### config.mk
export PLATFORM = sky130hd
export DESIGN_NAME = pipeline_hazard_ctrl
export DESIGN_NICKNAME = d
export VERILOG_FILES = /design/src/rtl/pipeline_ctrl_pkg.sv /design/src/rtl/load_use_detect.sv /design/src/rtl/pipeline_hazard_ctrl.sv
export SDC_FILE = /design/constraint.sdc
export NUM_CORES = 1
export LEC_CHECK = 0
export CAP_MARGIN = 10
export CORE_MARGIN = 4
export CORE_UTILIZATION = 40
export CTS_CLUSTER_SIZE = 14
export DETAILED_ROUTE_END_ITERATION = 6
export PLACE_DENSITY = 0.77
export SLEW_MARGIN = 20
export SYNTH_ARGS = -nofsm -noshare
export SYNTH_HDL_FRONTEND = slang
export SYNTH_SLANG_ARGS = --single-unit
### constraint.sdc
create_clock -name clk -period 2.1 [get_ports clk]
set_clock_uncertainty 0.2 [all_clocks]
set_input_delay 0.21 -clock clk [delete_from_list [all_inputs] [get_ports clk]]
set_output_delay 0.21 -clock clk [all_outputs]
set_load 0.01 [all_outputs]
### src/rtl/pipeline_ctrl_pkg.sv
// Shared types and constants for the pipeline stall/flush sequencer and the
// hazard comparators that sit next to it.
package pipeline_ctrl_pkg;

  localparam int REG_IDX_W = 5;
  localparam logic [REG_IDX_W-1:0] REG_X0 = '0;

  typedef enum logic [1:0] {
    RUN      = 2'd0,
    MEM_WAIT = 2'd1,
    HALT     = 2'd2
  } ctrl_state_e;

  // Every pipeline-register control driven by the sequencer, in one bundle.
  typedef struct packed {
    logic en_pc;
    logic en_if_id;
    logic en_id_ex;
    logic en_ex_mem;
    logic en_mem_wb;
    logic flush_if_id;
    logic bubble_id_ex;
    logic flush_ex_mem;
    logic pc_sel_branch;
  } ctrl_out_t;

  localparam ctrl_out_t CTRL_FREEZE = '0;

  localparam ctrl_out_t CTRL_FLOW = '{
    en_pc: 1'b1, en_if_id: 1'b1, en_id_ex: 1'b1, en_ex_mem: 1'b1, en_mem_wb: 1'b1,
    flush_if_id: 1'b0, bubble_id_ex: 1'b0, flush_ex_mem: 1'b0, pc_sel_branch: 1'b0
  };

  localparam ctrl_out_t CTRL_BRANCH = '{
    en_pc: 1'b1, en_if_id: 1'b1, en_id_ex: 1'b1, en_ex_mem: 1'b1, en_mem_wb: 1'b1,
    flush_if_id: 1'b1, bubble_id_ex: 1'b1, flush_ex_mem: 1'b1, pc_sel_branch: 1'b1
  };

  localparam ctrl_out_t CTRL_LOAD_USE = '{
    en_pc: 1'b0, en_if_id: 1'b0, en_id_ex: 1'b1, en_ex_mem: 1'b1, en_mem_wb: 1'b1,
    flush_if_id: 1'b0, bubble_id_ex: 1'b1, flush_ex_mem: 1'b0, pc_sel_branch: 1'b0
  };

  // Controls for a cycle in which the memory stage is not blocking progress.
  // A taken branch squashes the instruction in ID, so load-use is moot then.
  function automatic ctrl_out_t flow_rules(input logic branch_taken,
                                           input logic load_use);
    if (branch_taken) begin
      return CTRL_BRANCH;
    end else if (load_use) begin
      return CTRL_LOAD_USE;
    end
    return CTRL_FLOW;
  endfunction

endpackage

### src/rtl/load_use_detect.sv
// Combinational load-use comparator: a load in ID/EX whose destination is read
// by the instruction in IF/ID. x0 never creates a dependency.
module load_use_detect
  import pipeline_ctrl_pkg::*;
(
  input  logic                 ex_memread_i,
  input  logic [REG_IDX_W-1:0] ex_rd_i,
  input  logic [REG_IDX_W-1:0] id_rs1_i,
  input  logic [REG_IDX_W-1:0] id_rs2_i,
  input  logic                 id_uses_rs2_i,
  output logic                 load_use_o
);

  logic rs1_match;
  logic rs2_match;

  assign rs1_match  = (ex_rd_i == id_rs1_i);
  assign rs2_match  = id_uses_rs2_i && (ex_rd_i == id_rs2_i);
  assign load_use_o = ex_memread_i && (ex_rd_i != REG_X0) && (rs1_match || rs2_match);

endmodule

### src/rtl/pipeline_hazard_ctrl.sv
// Central stall/flush sequencer for the 5-stage pipeline: memory wait states,
// taken branches resolved in MEM, load-use stalls, timeout halt and statistics.
module pipeline_hazard_ctrl
  import pipeline_ctrl_pkg::*;
#(
  parameter int MAX_WAIT = 15,
  parameter int CNT_W    = 32
) (
  input  logic                 clk,
  input  logic                 arst,
  input  logic [REG_IDX_W-1:0] id_rs1,
  input  logic [REG_IDX_W-1:0] id_rs2,
  input  logic                 id_uses_rs2,
  input  logic [REG_IDX_W-1:0] ex_rd,
  input  logic                 ex_memread,
  input  logic                 mem_branch_taken,
  input  logic                 dmem_req,
  input  logic                 dmem_ready,
  output logic                 en_pc,
  output logic                 en_if_id,
  output logic                 en_id_ex,
  output logic                 en_ex_mem,
  output logic                 en_mem_wb,
  output logic                 flush_if_id,
  output logic                 bubble_id_ex,
  output logic                 flush_ex_mem,
  output logic                 pc_sel_branch,
  output logic                 err_timeout,
  output logic [1:0]           ctrl_state,
  output logic [CNT_W-1:0]     stall_cnt,
  output logic [CNT_W-1:0]     flush_cnt
);

  localparam int WAIT_W = ($clog2(MAX_WAIT + 1) > 0) ? $clog2(MAX_WAIT + 1) : 1;
  localparam logic [WAIT_W-1:0] WAIT_LIMIT = WAIT_W'(MAX_WAIT);
  localparam logic [CNT_W-1:0]  CNT_MAX    = {CNT_W{1'b1}};

  ctrl_state_e       state_q, state_d;
  logic [WAIT_W-1:0] wait_cnt_q, wait_cnt_d;
  logic              err_timeout_q, err_timeout_d;
  logic [CNT_W-1:0]  stall_cnt_q, stall_cnt_d;
  logic [CNT_W-1:0]  flush_cnt_q, flush_cnt_d;

  logic      load_use;
  ctrl_out_t ctrl;
  ctrl_out_t ctrl_out;

  load_use_detect u_load_use_detect (
    .ex_memread_i  (ex_memread),
    .ex_rd_i       (ex_rd),
    .id_rs1_i      (id_rs1),
    .id_rs2_i      (id_rs2),
    .id_uses_rs2_i (id_uses_rs2),
    .load_use_o    (load_use)
  );

  always_comb begin
    // NOTE: every variable gets a default before the case so no path can
    // leave one unassigned and infer a latch.
    state_d       = state_q;
    wait_cnt_d    = wait_cnt_q;
    err_timeout_d = err_timeout_q;
    ctrl          = CTRL_FREEZE;

    case (state_q)
      RUN: begin
        if (dmem_req && !dmem_ready) begin
          state_d    = MEM_WAIT;
          wait_cnt_d = WAIT_W'(1);
        end else begin
          ctrl = flow_rules(mem_branch_taken, load_use);
        end
      end
      MEM_WAIT: begin
        if (dmem_ready) begin
          ctrl       = flow_rules(mem_branch_taken, load_use);
          state_d    = RUN;
          wait_cnt_d = '0;
        end else if (wait_cnt_q == WAIT_LIMIT) begin
          state_d       = HALT;
          err_timeout_d = 1'b1;
        end else begin
          wait_cnt_d = wait_cnt_q + WAIT_W'(1);
        end
      end
      HALT: begin
        state_d = HALT;
      end
      default: begin
        state_d = RUN;
      end
    endcase
  end

  // Reset also blanks the controls combinationally, before any clock edge.
  assign ctrl_out = arst ? CTRL_FREEZE : ctrl;

  always_comb begin
    stall_cnt_d = stall_cnt_q;
    flush_cnt_d = flush_cnt_q;
    if (!ctrl_out.en_pc && (stall_cnt_q != CNT_MAX)) begin
      stall_cnt_d = stall_cnt_q + CNT_W'(1);
    end
    if (ctrl_out.pc_sel_branch && (flush_cnt_q != CNT_MAX)) begin
      flush_cnt_d = flush_cnt_q + CNT_W'(1);
    end
  end

  // NOTE: state registers use non-blocking assignments so all of them sample
  // the pre-edge values of one another.
  always_ff @(posedge clk or posedge arst) begin
    if (arst) begin
      state_q       <= RUN;
      wait_cnt_q    <= '0;
      err_timeout_q <= 1'b0;
      stall_cnt_q   <= '0;
      flush_cnt_q   <= '0;
    end else begin
      state_q       <= state_d;
      wait_cnt_q    <= wait_cnt_d;
      err_timeout_q <= err_timeout_d;
      stall_cnt_q   <= stall_cnt_d;
      flush_cnt_q   <= flush_cnt_d;
    end
  end

  assign en_pc         = ctrl_out.en_pc;
  assign en_if_id      = ctrl_out.en_if_id;
  assign en_id_ex      = ctrl_out.en_id_ex;
  assign en_ex_mem     = ctrl_out.en_ex_mem;
  assign en_mem_wb     = ctrl_out.en_mem_wb;
  assign flush_if_id   = ctrl_out.flush_if_id;
  assign bubble_id_ex  = ctrl_out.bubble_id_ex;
  assign flush_ex_mem  = ctrl_out.flush_ex_mem;
  assign pc_sel_branch = ctrl_out.pc_sel_branch;

  assign err_timeout = err_timeout_q;
  assign ctrl_state  = state_q;
  assign stall_cnt   = stall_cnt_q;
  assign flush_cnt   = flush_cnt_q;

endmodule

==> results of run 1 <==
## layout make-up
class	instances	area, um2
clock inverter	6	36.28
inverter	11	45.04
clock buffer	10	137.6
timing repair buffer	204	1807
fill	651	2811
multi-input combinational	273	2012
sequential	71	1779
tap	108	135.1
## sequential cells by signal (all words and copies together), names as in the netlist
signal	flops
wait_cnt_q	4
flush_cnt	32
stall_cnt	32
ctrl_state	2
err_timeout	1
## worst min-delay path by stage
stage	endpoint	slack, ns	depth (start not counted)
2_1_floorplan	ctrl_state[0]$_DFFE_PP0P_	0.19	1
3_3_place_gp	err_timeout$_DFFE_PP0P_	0.25	1
3_5_place_dp	stall_cnt[20]$_DFFE_PP0P_	0.29	1
4_1_cts	stall_cnt[6]$_DFFE_PP0P_	0.23	4
5_1_grt	stall_cnt[23]$_DFFE_PP0P_	0.27	4
6_report	stall_cnt[23]$_DFFE_PP0P_	0.24	4
## cell usage in the layout, fill, tap and decap left out, drive strengths merged, types with 5 or more instances in the layout
cell type	count
buf	110
xnor2	32
nand2	33
dlygate4sd2	9
clkbuf	10
and3	13
xor2	39
inv	10
nand3	29
a21oi	6
dfrtp	71
clkinv	5
nor2	30
o21ai	7
clkdlybuf4s50	81
nor3	24
nand4	24
## power by group through the flow
| stage | registers, mW | logic, mW | clock network (mW) |
|---|---|---|---|
| after floorplan | 1.72 | 0.302 | 0 |
| after global placement | 1.62 | 0.985 | 0 |
| after detailed placement | 1.63 | 1.02 | 0 |
| after CTS | 1.60 | 1.07 | 0.994 |
| after global routing | 1.64 | 1.28 | 1.06 |
| final | 1.62 | 1.17 | 0.967 |
## stage by stage
stage | hold slack [ns] | total power, mW | TNS (ns) | setup slack [ns]
finish | 0.2407 | 3.765 | -0.07066 | -0.04599
global route | 0.2722 | 3.973 | -1.187 | -0.08977
floorplan | 0.1857 | 2.019 | -0.1007 | -0.02832
global placement | 0.2531 | 2.604 | -16.43 | -0.5731
CTS | 0.2301 | 3.667 | 0 | 0.001816
detailed placement | 0.2861 | 2.650 | -21.39 | -0.6806
## timing repair
action	4_1_cts	5_1_grt
hold endpoints to repair	0	0
cloned	0	3
setup endpoints to repair	38	57
resized for setup	34	56
pin swaps	9	24
setup buffers	5	8
## kinds of logic (layout without fill, tap and decap cells)
logic type                 after synthesis  after routing
buffers and inverters                   20            231
AOI/OAI and AO/OA                       24             24
xor gates and xnor gates                71             71
DFF                                     71             71
adders and majority gates                3              3
and+or+nand+nor                        174            174
muxes                                    1              1
## worst reg2reg max path, delay by kind of cell (launching register included)
family        cells  cell delay [ns]
flops             1             0.37
mux               1             0.31
simple gates      4             0.90
buf+inv           2             0.26
## layer usage
metal	vias to the layer above	global-route usage, %
met5	-	0
met4	0	7.171
met3	29	3.248
met2	129	34.48
met1	1750	25.25
li1	1684	-
==> impl_metrics.env, run 1 <==
export IMPL_wl_per_cell_um=16.05
export IMPL_yosys_area_share_simple_pct=25.07
export IMPL_worst_pin_slew_ns=0.4195
export IMPL_yosys_top_cells_count="dfrtp_1, xor2_1, nand2_1, xnor2_1, nor2_1"
export IMPL_cts_buffer_depth=2
export IMPL_path_clk_slew_ns=0.08
export IMPL_post_synth_top_area_cell="dfrtp_1"
export IMPL_detailed_place_area_mm2=0.005388
export IMPL_timing_rr_start="stall_cnt[24]$_DFFE_PP0P_"
export IMPL_gp_congestion=0.8784
export IMPL_crit_end="stall_cnt[1]$_DFFE_PP0P_"
export IMPL_synth_fp_nets=389
export IMPL_syn2layout_area_growth_pct=64.72
export IMPL_critical_path_top_delay_family="simple AND/OR/NAND/NOR gates"
export IMPL_num_antenna_cells=0
export IMPL_tritoncts="done"
export IMPL_endpoint_kind="register"
export IMPL_reg2reg_to="stall_cnt[1]$_DFFE_PP0P_"
export IMPL_grt_pass1_vias=3596
export IMPL_die_w_um=103.0
export IMPL_netlist_instances=364
export IMPL_dr_first_iter_drc_count=166
export IMPL_antenna_found_initial=0
export IMPL_hpwl_um=7626
export IMPL_dp_cells=651
export IMPL_pwr_share_seq_pct=43.1
export IMPL_synth_top_family_by_area="simple AND/OR/NAND/NOR gates"
export IMPL_synth_xor_area_share_pct=17.21
export IMPL_swShare_pct=31.08
export IMPL_synth_area_leaders="dfrtp_1, xor2_1, xnor2_1"
export IMPL_powerDensity_mw_per_mm2=632.6
export IMPL_cts_made_buffers=9
export IMPL_h_tree_depth=3
export IMPL_cts_root_buffer="clkbuf_8"
export IMPL_yosysSeqAreaShare_pct=49.17
export IMPL_vdd_drop_max_uv=498.9
export IMPL_met3_wirelength_um=606
export IMPL_top_layer="met4"
export IMPL_final_layout_size_suffix_gt1_share_pct=31.30
export IMPL_drtPass1Iterations=4
export IMPL_rsz0062_at_grt="yes"
export IMPL_hold_buffers=0
export IMPL_ys_types=43
export IMPL_synth_mux_area_share_pct=0.3116
export IMPL_combPwrFrac_pct=31.2
export IMPL_crit_required_ns=2.13
export IMPL_r2r_slack_ns=-0.05
export IMPL_timing_final_ws_setup_ns=-0.04599
export IMPL_p_leak_nw=2.793
export IMPL_maxCapViolCount=0
export IMPL_worstSetupStartpointType="register"
export IMPL_synth_async_sr_flop_share_pct=100.0
export IMPL_antenna_left=0
export IMPL_cpPeakStageDelay_ns=0.37
export IMPL_clk_latency_ns=0.34
export IMPL_synthFlopType="dfrtp_1"
export IMPL_nNetsFinal=595
export IMPL_crit_slowest_cell="dfrtp_1"
export IMPL_route_detailed_drc=0
export IMPL_vias_per_cell=5.259
export IMPL_num_vias=3592
export IMPL_ios=98
export IMPL_wl_met1_um=4441
export IMPL_synth_adder_area_share_pct=1.039
export IMPL_grt_ovfl_total=0
export IMPL_worst_path_buf_inv=2
export IMPL_crit_path_frequent_cell="buf_6"
export IMPL_clockPowerShare_pct=25.7
export IMPL_rr_worst_depth=7
export IMPL_hold_class="in2async"
export IMPL_port_buffers=97
export IMPL_ys_warn_count=0
export IMPL_synth_edf_count=0
export IMPL_grt_max_degree=72
export IMPL_synth_ff_latch_count=71
export IMPL_switching_power_mw=1.170
export IMPL_startpoint="stall_cnt[24]$_DFFE_PP0P_"
export IMPL_worstPathCellList="nand4_1 > nor3_2 > nand3_2 > nand3b_1 > buf_6 > buf_6 > mux2_2"
export IMPL_wl_met2_um=5677
export IMPL_cell_internal_pwr_mw=2.595
export IMPL_cts_sinks=71
export IMPL_dieArea_mm2=0.01062
export IMPL_fin_area_mm2=0.005952
export IMPL_syn_avg_cell_area_um2=9.927
export IMPL_die_h_um=103.0
export IMPL_hold_viol=0
export IMPL_setup_viol_count_final=4
export IMPL_fin_cells=683
export IMPL_period_share_pct=102.2
export IMPL_grt_pass1_wl_um=16770
export IMPL_final_max_slew_viol_count=0
export IMPL_arrival_ns=2.17
export IMPL_track_usage_pct=19.98
export IMPL_synth_compound_area_share_pct=4.467
export IMPL_synth_most_common_cell="dfrtp_1"
export IMPL_period_needed_ns=2.146
export IMPL_num_rows=34
export IMPL_fmax_mhz=466.0
export IMPL_drt_total_wl_um=10960
export IMPL_final_core_util_pct=67.92
export IMPL_critPathMaxFanout=5
export IMPL_syn_area_mm2=0.003613
export IMPL_initial_core_util_pct=41.23
export IMPL_status="finished, violations left"
export IMPL_core_mm2=0.008763
export IMPL_cp_depth=7
export IMPL_max_slew_margin_rel_pct=71.86
export IMPL_yosysTopAreaCellShare_pct=49.17
export IMPL_path_class="reg2reg"
export IMPL_violations="negative setup slack"
Power figures use the tool's default switching activity.
==> inputs of run 2 (changes only) <==
--- a/config.mk
+++ b/config.mk
@@ -5,7 +5,7 @@
 export SDC_FILE = /design/constraint.sdc
 export NUM_CORES = 1
 export LEC_CHECK = 0
-export CAP_MARGIN = 10
+export CAP_MARGIN = 20
 export CORE_MARGIN = 4
 export CORE_UTILIZATION = 40
 export CTS_CLUSTER_SIZE = 14
==> results of run 2 <==
Same layout as run 1: the final DEF is identical, and so are final timing and power.
==> inputs of run 3 (changes only) <==
--- a/config.mk
+++ b/config.mk
@@ -11,6 +11,7 @@
 export CTS_CLUSTER_SIZE = 14
 export DETAILED_ROUTE_END_ITERATION = 6
 export PLACE_DENSITY = 0.77
+export SKIP_LAST_GASP = 1
 export SLEW_MARGIN = 20
 export SYNTH_ARGS = -nofsm -noshare
 export SYNTH_HDL_FRONTEND = slang
==> run 3 against run 2 <==
The flow still finishes with violations (negative setup slack). Largest cell class unchanged. Combinational power barely moved. Clock-buffer cell count did not move. Die area unchanged. Critical path depth increased by 1. Largest power group unchanged. Critical endpoint is now flush_cnt[31]$_DFFE_PP0P_. Utilization decreased by 0.23 points. Critical path type unchanged. Maximum frequency increased by 2.0%. Highest routed layer unchanged. Routed wire length decreased by 2.8%. Register-to-register slack improved by 0.04 ns.
==> impl_metrics.env, run 3 (synthesized netlist as in run 1, its figures left out) <==
export IMPL_status="finished, violations left"
export IMPL_violations="negative setup slack"
export IMPL_antenna_left=0
export IMPL_rr_worst_depth=8
export IMPL_core_mm2=0.008763
export IMPL_fmax_mhz=475.2
export IMPL_crit_slowest_cell="or4_4"
export IMPL_antenna_found_initial=0
export IMPL_hold_class="in2async"
export IMPL_ios=98
export IMPL_grt_max_degree=72
export IMPL_cts_root_buffer="clkbuf_8"
export IMPL_p_leak_nw=2.791
export IMPL_port_buffers=97
export IMPL_tritoncts="done"
export IMPL_worst_pin_slew_ns=0.4206
export IMPL_timing_final_ws_setup_ns=-0.004353
export IMPL_timing_rr_start="flush_cnt[21]$_DFFE_PP0P_"
export IMPL_p_total_mw=3.738
export IMPL_initial_core_util_pct=41.23
export IMPL_swShare_pct=30.84
export IMPL_period_needed_ns=2.104
export IMPL_combPwrFrac_pct=30.8
export IMPL_die_h_um=103.0
export IMPL_dr_first_iter_drc_count=124
export IMPL_vias_per_cell=5.212
export IMPL_r2r_slack_ns=-0.004
export IMPL_final_max_slew_viol_count=0
export IMPL_cts_sinks=71
export IMPL_dieArea_mm2=0.01062
export IMPL_final_common_cell="buf_4"
export IMPL_die_w_um=103.0
export IMPL_reg2reg_to="flush_cnt[31]$_DFFE_PP0P_"
export IMPL_maxCapViolCount=0
export IMPL_multi_input_area_mm2=0.001999
export IMPL_hpwl_um=7626
export IMPL_max_slew_margin_rel_pct=71.79
export IMPL_detailed_place_area_mm2=0.005388
export IMPL_path_class="reg2reg"
export IMPL_clockPowerShare_pct=26.0
export IMPL_num_rows=34
export IMPL_grt_ovfl_total=0
export IMPL_crit_required_ns=2.16
export IMPL_track_usage_pct=19.98
export IMPL_num_antenna_cells=0
export IMPL_crit_path_frequent_cell="buf_4"
export IMPL_grt_pass1_vias=3596
export IMPL_clk_latency_ns=0.33
export IMPL_worst_path_buf_inv=2
export IMPL_fin_area_mm2=0.005932
export IMPL_grt_pass1_wl_um=16770
export IMPL_worstPathCellList="nand2_1 > or4_4 > nor3_4 > buf_4 > nor3_2 > buf_4 > nand4_1 > xnor2_1"
export IMPL_syn2layout_area_growth_pct=64.16
export IMPL_worstSetupStartpointType="register"
export IMPL_endpoint_kind="register"
export IMPL_seq_area_mm2=0.001779
export IMPL_cts_buffer_depth=2
export IMPL_rsz0062_at_grt="yes"
export IMPL_pwr_share_seq_pct=43.2
export IMPL_arrival_ns=2.16
export IMPL_drtPass1Iterations=4
export IMPL_hold_viol=0
export IMPL_path_clk_slew_ns=0.08
export IMPL_num_vias=3560
export IMPL_mostFrequentLayoutCells="buf_4, clkdlybuf4s50_1, dfrtp_1"
export IMPL_final_layout_size_suffix_gt1_share_pct=31.13
export IMPL_period_share_pct=100.2
export IMPL_nNetsFinal=595
export IMPL_setup_viol_count_final=1
export IMPL_cts_made_buffers=9
export IMPL_critical_path_top_delay_family="simple AND/OR/NAND/NOR gates"
export IMPL_vdd_drop_max_uv=495.5
export IMPL_cell_internal_pwr_mw=2.585
export IMPL_fillers=648
export IMPL_gp_congestion=0.8784
export IMPL_critPathMaxFanout=5
export IMPL_drt_total_wl_um=10660
export IMPL_powerDensity_mw_per_mm2=630.1
export IMPL_wl_per_cell_um=15.60
export IMPL_switching_power_mw=1.153
export IMPL_h_tree_depth=3
export IMPL_route_detailed_drc=0
export IMPL_cpPeakStageDelay_ns=0.56
==> run 3: changes by cell type in the layout (fill, tap and decap cells not counted) <==
cell,before,now
buf_4,94,96
nand3_4,1,0
and3_4,2,1
and3_1,11,12
buf_6,11,9
nand3_2,5,6
==> run 3: metrics by stage <==
step,utilization (%),hold WS (ns),cells,setup WS [ns],TNS (ns)
2_1_floorplan,-,0.1857,364,-0.02832,-0.1007
3_3_place_gp,61.48,0.2531,651,-0.5731,-16.43
3_5_place_dp,61.48,0.2861,651,-0.6806,-21.39
4_1_cts,64.19,0.2301,672,0.001816,0
5_1_grt,67.69,0.2736,683,-0.07203,-0.7080
6_report,67.69,0.2425,683,-0.004353,-0.004353
==> run 3: how the worst max path moves through the flow <==
stage / endpoint / startpoint / cells after the start / slack, ns
2_1_floorplan: stall_cnt[18]$_DFFE_PP0P_ / stall_cnt[0]$_DFFE_PP0P_ / 6 / -0.03
3_3_place_gp: en_if_id / ex_rd[2] / 7 / -0.57
3_5_place_dp: en_if_id / ex_rd[2] / 7 / -0.68
4_1_cts: flush_cnt[25]$_DFFE_PP0P_ / flush_cnt[25]$_DFFE_PP0P_ / 8 / 0.002
5_1_grt: stall_cnt[26]$_DFFE_PP0P_ / stall_cnt[26]$_DFFE_PP0P_ / 8 / -0.07
6_report: flush_cnt[31]$_DFFE_PP0P_ / flush_cnt[21]$_DFFE_PP0P_ / 8 / -0.004
==> run 3: area by class of cell <==
type	instances	area share (%)
multi-input cells	273	33.71
repair buffers	204	30.33
flip-flops and latches	71	29.99
clock buffers	10	2.320
well taps	108	2.278
inverters	11	0.7593
clock inverters	6	0.6117
==> run 3: what timing repair did <==
| action | 4_1_cts | 5_1_grt |
|---|---|---|
| setup buffers | 5 | 8 |
| hold buffers | 0 | 0 |
| cloned | 0 | 3 |
| pin swaps | 9 | 23 |
| endpoints found under the setup margin | 38 | 57 |
| resized for setup | 34 | 52 |
==> run 3: worst reg2reg max path: cells and delay by family, from the launching register on <==
family	cells	cell delay (ns)
buffers and inverters	2	0.32
XOR/XNOR	1	0.13
AND/OR/NAND/NOR	5	1.01
flip-flops	1	0.37
==> run 3: metal layers <==
metal  vias up  part of all wire, %  track usage [%]  wire length (um)
li1       1683                    -                -                 -
met1      1750                   42            25.25              4428
met2       107                   52            34.48              5490
met3        20                  4.8            3.248               513
met4         0                  2.1            7.171               227
met5         -                    0                0                 0
==> run 3: power groups by stage <==
stage / combinational (mW) / clock, mW / sequential (mW)
after floorplan: 0.302 / 0 / 1.72
after global routing: 1.26 / 1.06 / 1.63
after global placement: 0.985 / 0 / 1.62
after detailed placement: 1.02 / 0 / 1.63
final: 1.15 / 0.972 / 1.61
after CTS: 1.07 / 0.994 / 1.60
